===== src/rtl/control_campos_configuracion.sv =====
`default_nettype none
// ============================================================================
// Module  : control_campos_configuracion
// Brief   : RTC configuration front end. Debounces the four pushbuttons, walks
//           the edited field and drives the arbitrated enUP/enDOWN levels.
//           Optional auto-repeat of the held direction: define AUTOREPEAT_EN.
// Revision: 1.0 - initial release
// ============================================================================
module control_campos_configuracion #(
  parameter logic [15:0] DEBOUNCE_CYCLES = 16'd50000,
  parameter logic [3:0]  NUM_FIELDS      = 4'd9,
  parameter logic [31:0] HOLD_CYCLES     = 32'd50000000,
  parameter logic [31:0] REPEAT_CYCLES   = 32'd10000000
) (
  input  logic       clk,
  input  logic       reset,
  input  logic       config_mode,
  input  logic       btn_up,
  input  logic       btn_down,
  input  logic       btn_left,
  input  logic       btn_right,
  output logic [3:0] en_count,
  output logic       enUP,
  output logic       enDOWN
);

  typedef enum logic [0:0] {
    ST_IDLE = 1'b0,
    ST_EDIT = 1'b1
  } state_t;

  typedef enum logic [1:0] {
    ARB_FREE = 2'd0,
    ARB_UP   = 2'd1,
    ARB_DOWN = 2'd2,
    ARB_LOCK = 2'd3
  } arb_t;

  localparam int C_NUM_BTN = 4;

  logic [C_NUM_BTN-1:0] w_raw;
  logic [C_NUM_BTN-1:0] w_db;
  logic [C_NUM_BTN-1:0] w_press;

  assign w_raw = {btn_right, btn_left, btn_down, btn_up};

  genvar gi;
  generate
    for (gi = 0; gi < C_NUM_BTN; gi++) begin : g_btn
      logic        r_s1;
      logic        r_s2;
      logic        r_db;
      logic        r_db_q;
      logic [15:0] r_cnt;

      always_ff @(posedge clk) begin
        if (reset) begin
          r_s1   <= 1'b0;
          r_s2   <= 1'b0;
          r_db   <= 1'b0;
          r_db_q <= 1'b0;
          r_cnt  <= 16'd0;
        end else begin
          r_s1   <= w_raw[gi];
          r_s2   <= r_s1;
          r_db_q <= r_db;
          if (r_s2 != r_db) begin
            if (r_cnt == DEBOUNCE_CYCLES - 16'd1) begin
              r_db  <= r_s2;
              r_cnt <= 16'd0;
            end else begin
              r_cnt <= r_cnt + 16'd1;
            end
          end else begin
            r_cnt <= 16'd0;
          end
        end
      end

      assign w_db[gi]    = r_db;
      assign w_press[gi] = r_db & ~r_db_q;
    end
  endgenerate

  logic w_db_up, w_db_dn, w_pr_up, w_pr_dn, w_pr_left, w_pr_right;
  assign w_db_up    = w_db[0];
  assign w_db_dn    = w_db[1];
  assign w_pr_up    = w_press[0];
  assign w_pr_dn    = w_press[1];
  assign w_pr_left  = w_press[2];
  assign w_pr_right = w_press[3];

  state_t     r_state, w_state_nx;
  arb_t       r_arb, w_arb_nx;
  logic [3:0] r_field, w_field_nx;
  logic       w_busy;
  logic       w_gap;

  always_comb begin
    w_state_nx = r_state;
    w_field_nx = r_field;
    w_arb_nx   = r_arb;
    w_busy     = (r_arb == ARB_UP) || (r_arb == ARB_DOWN);
    case (r_state)
      ST_IDLE: begin
        w_arb_nx = ARB_FREE;
        if (config_mode) begin
          w_state_nx = ST_EDIT;
          w_field_nx = 4'd1;
          // Buttons already held on entry must be released before they count.
          w_arb_nx   = (w_db_up || w_db_dn) ? ARB_LOCK : ARB_FREE;
        end
      end
      ST_EDIT: begin
        if (!config_mode) begin
          w_state_nx = ST_IDLE;
          w_arb_nx   = ARB_FREE;
        end else begin
          if (!w_busy && (w_pr_left ^ w_pr_right)) begin
            if (w_pr_right) begin
              w_field_nx = (r_field >= NUM_FIELDS) ? 4'd1 : r_field + 4'd1;
            end else begin
              w_field_nx = (r_field <= 4'd1) ? NUM_FIELDS : r_field - 4'd1;
            end
          end
          case (r_arb)
            ARB_FREE: begin
              if (w_pr_up && w_pr_dn) w_arb_nx = ARB_LOCK;
              else if (w_pr_up)       w_arb_nx = ARB_UP;
              else if (w_pr_dn)       w_arb_nx = ARB_DOWN;
            end
            ARB_UP: begin
              if (!w_db_up) w_arb_nx = w_db_dn ? ARB_LOCK : ARB_FREE;
            end
            ARB_DOWN: begin
              if (!w_db_dn) w_arb_nx = w_db_up ? ARB_LOCK : ARB_FREE;
            end
            default: begin
              if (!w_db_up && !w_db_dn) w_arb_nx = ARB_FREE;
            end
          endcase
        end
      end
      default: begin
        w_state_nx = ST_IDLE;
        w_arb_nx   = ARB_FREE;
      end
    endcase
  end

`ifdef AUTOREPEAT_EN
  logic [31:0] r_rpt_cnt;
  logic        r_rpt_phase;
  logic        w_rpt_run;
  logic        w_rpt_wrap;

  // The count advances only while the same direction keeps ownership in EDIT.
  assign w_rpt_run  = (w_state_nx == ST_EDIT) && w_busy && (w_arb_nx == r_arb);
  assign w_rpt_wrap = r_rpt_phase ? (r_rpt_cnt == REPEAT_CYCLES - 32'd1)
                                  : (r_rpt_cnt == HOLD_CYCLES - 32'd1);
  assign w_gap      = w_rpt_run && w_rpt_wrap;

  always_ff @(posedge clk) begin
    if (reset) begin
      r_rpt_cnt   <= 32'd0;
      r_rpt_phase <= 1'b0;
    end else if (!w_rpt_run) begin
      r_rpt_cnt   <= 32'd0;
      r_rpt_phase <= 1'b0;
    end else if (w_rpt_wrap) begin
      r_rpt_cnt   <= 32'd0;
      r_rpt_phase <= 1'b1;
    end else begin
      r_rpt_cnt   <= r_rpt_cnt + 32'd1;
    end
  end
`else
  logic w_unused_rpt;
  assign w_unused_rpt = ^{HOLD_CYCLES, REPEAT_CYCLES};
  assign w_gap        = 1'b0;
`endif

  always_ff @(posedge clk) begin
    if (reset) begin
      r_state  <= ST_IDLE;
      r_arb    <= ARB_FREE;
      r_field  <= 4'd0;
      en_count <= 4'd0;
      enUP     <= 1'b0;
      enDOWN   <= 1'b0;
    end else begin
      r_state  <= w_state_nx;
      r_arb    <= w_arb_nx;
      r_field  <= w_field_nx;
      en_count <= (w_state_nx == ST_EDIT) ? w_field_nx : 4'd0;
      enUP     <= (w_state_nx == ST_EDIT) && (w_arb_nx == ARB_UP) && !w_gap;
      enDOWN   <= (w_state_nx == ST_EDIT) && (w_arb_nx == ARB_DOWN) && !w_gap;
    end
  end

endmodule
`default_nettype wire

===== config.mk =====
export PLATFORM = sky130hd
export DESIGN_NAME = control_campos_configuracion
export DESIGN_NICKNAME = d
export VERILOG_FILES = /design/src/rtl/control_campos_configuracion.sv
export SDC_FILE = /design/constraint.sdc
export NUM_CORES = 1
export LEC_CHECK = 0
export ABC_CLOCK_PERIOD_IN_PS = 5700
export BUFFER_PORTS_ARGS = -buffer_cell sky130_fd_sc_hd__buf_2
export CAP_MARGIN = 20
export CORE_MARGIN = 3
export CORE_UTILIZATION = 59
export DETAILED_ROUTE_END_ITERATION = 16
export HOLD_SLACK_MARGIN = 0.15
export PLACE_DENSITY = 0.76
export SETUP_SLACK_MARGIN = 0.15
export SLEW_MARGIN = 15
export SYNTH_ARGS = -nofsm -noshare
export SYNTH_HDL_FRONTEND = slang
export SYNTH_SLANG_ARGS = --single-unit

===== constraint.sdc =====
create_clock -name clk -period 5.7 [get_ports clk]
set_input_delay 0.855 -clock clk [delete_from_list [all_inputs] [get_ports clk]]
set_output_delay 0.855 -clock clk [all_outputs]
set_load 0.005 [all_outputs]

==> out/qor.yml <==
synthesis:
  ys_seq_area_share_pct: 45.3
  synth_cells: 468
  ys_ff_latch: 93
  ys_warn_count: 0
  synth_edf_count: 0
  syn_avg_cell_area_um2: 8.78
  async_flop_share_pct: 0
  ys.flop_type: "dfxtp_1"
  syn_area_mm2: 0.00411
  ys_types: 52
  syn-num-nets: 486
clock_network:
  htreeDepth: 3
  clk_transition_reported_paths_ps: 90
  cts_tree: "yes"
  clockBufferDepth: 2
  cts-root-buf: "clkbuf_8"
  cts_hold_buf: 0
  clk_latency_ps: 350
  cts_sinks: 93
  ctsResizeCount: 0
  cts-buffers-inserted: 9
  cts_setup_buffers: 0
run:
  cap_violations: 0
sta:
  fin_skew_ps: 6.79
  hold_viol_final: 0
  rsz0062_at_grt: "false"
  clock.fmax_mhz: 465
  worstMarginPinSlew_ps: 542
  finalSetupTns_ps: 0
  setup_ws_ps: 3550
  min_period_over_period_pct: 37.7
  finalSetupViolCount: 0
  min_period_ps: 2150
  slew_viol_final: 0
  relSlewSlack_pct: 63.9
place:
  dpl_cell_area_mm2: 0.00418
  dpl.cell_count: 543
  pre_cts_ws_ps: 3530
  port_buffers: 12
  dpl.hpwl_um: 4830
  routabilityCongestion: 0.814
cells_and_area:
  regArea_mm2: 0.00186
  layout.cells.non_filler: 559
  final_area_mm2: 0.00440
  multi_input_area_mm2: 0.00210
  antenna_cells: 0
  fill_cells: 544
  synthToLayoutAreaGrowth_pct: 7.15
  num-nets-final: 495
  drive_gt1_share_pct: 7.47
setup_path:
  crit_fanout: 16
  cp-start-kind: "flip-flop"
  crit_path_cell_trace: "ha_1, nand3_2, or4_1, nor4_2, or3_1, nor2_1"
  critPathTopFamily: "simple AND/OR/NAND/NOR gates"
  required_ps: 5920
  cp_num_buf_inv: 0
  cp.arrival_ps: 2370
  cp-end-kind: "flip-flop"
  cpPeakStageDelay_ps: 500
  criticalPathCategory: "reg2reg"
  slowest_stage: "or4_1"
grt:
  gr-total-overflow: 0
  grt_pass1_wl_um: 11700
  grt_pass1_vias: 2699
  grt_start_max_net_pins: 25
  grt_use_total_pct: 18.5
  antenna_found_initial: 0
route:
  drtIter0Drc: 94
  viasPerCell: 5.33
  wl_per_cell_um: 12.1
  drc_errors: 0
  drtPass1Iterations: 4
  ant_nets: 0
  via_count: 2977
  finalWirelength_um: 6780
floorplan:
  io-pin-count: 13
  core_mm2: 0.00653
  num_rows: 29
  die_area_mm2: 0.00800
  die_y_um: 89.5
  initial_core_util_pct: 62.9
  fp.dieW_um: 89.5
hold_path:
  min_path_type: "reg2reg"
power_and_ir_drop:
  finalPower_uw: 1160
  peakVddDrop_v: 0.000127
  power_density_mw_per_mm2: 264
  p_leak_uw: 0.00149
run_status:
  status: "finished, final reports clean"
## stage by stage
step                      hold WS [ps]  utilization (%)
after detailed placement           426             64.1
after global routing               457             67.4
after floorplan                    413                -
final                              444             67.4
after CTS                          446             67.4
after global placement             424             64.1
## cells by family (layout without fill, tap and decap cells)
kind of cell,after synthesis,in the layout,share of synthesized area (%)
AND/OR/NAND/NOR,234,234,27.7
flip-flops,93,93,45.3
XOR/XNOR,61,61,13.0
AO/OA/AOI/OAI,34,34,6.15
buffers and inverters,31,45,3.56
adder cells (fa/ha/maj),11,11,3.35
multiplexers,4,4,0.974
## power by group
part	leakage (uW)	internal, uW	switching, uW	total (uW)
Clock	0.000114	250	233	483
Sequential	0.000752	654	4.38	658
Combinational	0.000626	9.65	13.9	23.5
Total	0.00149	914	251	1160
## metal layers
metal	track usage [%]	vias up	part of all wire [%]
li1	-	1583	-
met1	24.2	1352	52
met2	29.6	36	45
met3	4.42	6	2.3
met4	7.31	0	0.93
met5	0	-	0
## registers in the layout, summed over array words and instances (netlist names)
register / count
enDOWN: 1
en_count: 4
g_btn.r_cnt: 64
g_btn.r_db_q: 4
g_btn.r_s1: 4
g_btn.r_s2: 4
r_field: 4
r_state: 1
enUP: 1
g_btn.r_db: 4
r_arb: 2
## synthesized netlist by cell type (2+ instances only)
cell type	instances	area share, %
o21ai_0	7	0.85
ha_1	11	3.3
and2_1	2	0.30
dfxtp_1	93	45
a21boi_0	3	0.55
inv_1	17	1.6
and3_1	7	1.1
a21oi_1	3	0.37
nand4_1	15	2.3
or3_1	3	0.46
nand2_1	37	3.4
nor3b_1	3	0.55
a211oi_1	2	0.37
and4_1	2	0.43
o211ai_1	4	0.73
xor2_1	32	6.8
buf_2	2	0.24
nor4b_1	4	0.85
clkbuf_1	9	0.82
nor3_1	9	1.1
nand2b_1	6	0.91
nor2b_1	19	2.9
xnor2_1	29	6.2
nand3_1	26	3.2
nor2_1	92	8.4
mux2i_1	4	0.97
o221a_2	2	0.55
## cell type report
type,instances,area share [%]
Tap cell,77,2.19
Multi-Input combinational cell,344,47.7
Inverter,17,1.45
Clock inverter,7,2.19
Sequential cell,93,42.3
Clock buffer,9,2.81
Timing Repair Buffer,12,1.36
## worst paths after layout
kind / start / to / slack, ps / depth (start not counted)
max: g_btn[1].r_cnt[0]$_SDFF_PP0_ / g_btn[1].r_cnt[10]$_SDFF_PP0_ / 3550 / 6
max reg2reg: g_btn[1].r_cnt[0]$_SDFF_PP0_ / g_btn[1].r_cnt[10]$_SDFF_PP0_ / 3550 / 6
min: g_btn[3].r_cnt[0]$_SDFF_PP0_ / g_btn[3].r_cnt[0]$_SDFF_PP0_ / 440 / 1
min reg2reg: g_btn[3].r_cnt[0]$_SDFF_PP0_ / g_btn[3].r_cnt[0]$_SDFF_PP0_ / 440 / 1
## cell usage in the layout (no fill, tap or decap), types with 3 or more instances in the layout
cell type and count:
and3_1 7, ha_1 11, clkbuf_8 9, nand2_1 37, nor2b_1 19, o21ai_0 7
inv_6 3, nor4b_1 4, nor3b_1 3, nor2_1 92, nor3_1 9, mux2i_1 4
dfxtp_1 93, a21oi_1 3, nand2b_1 6, or3_1 3, o211ai_1 4, a21boi_0 3
xnor2_1 29, nand4_1 15, inv_1 17, nand3_1 26, buf_2 12, xor2_1 32
(Power assumes the default switching activity.)
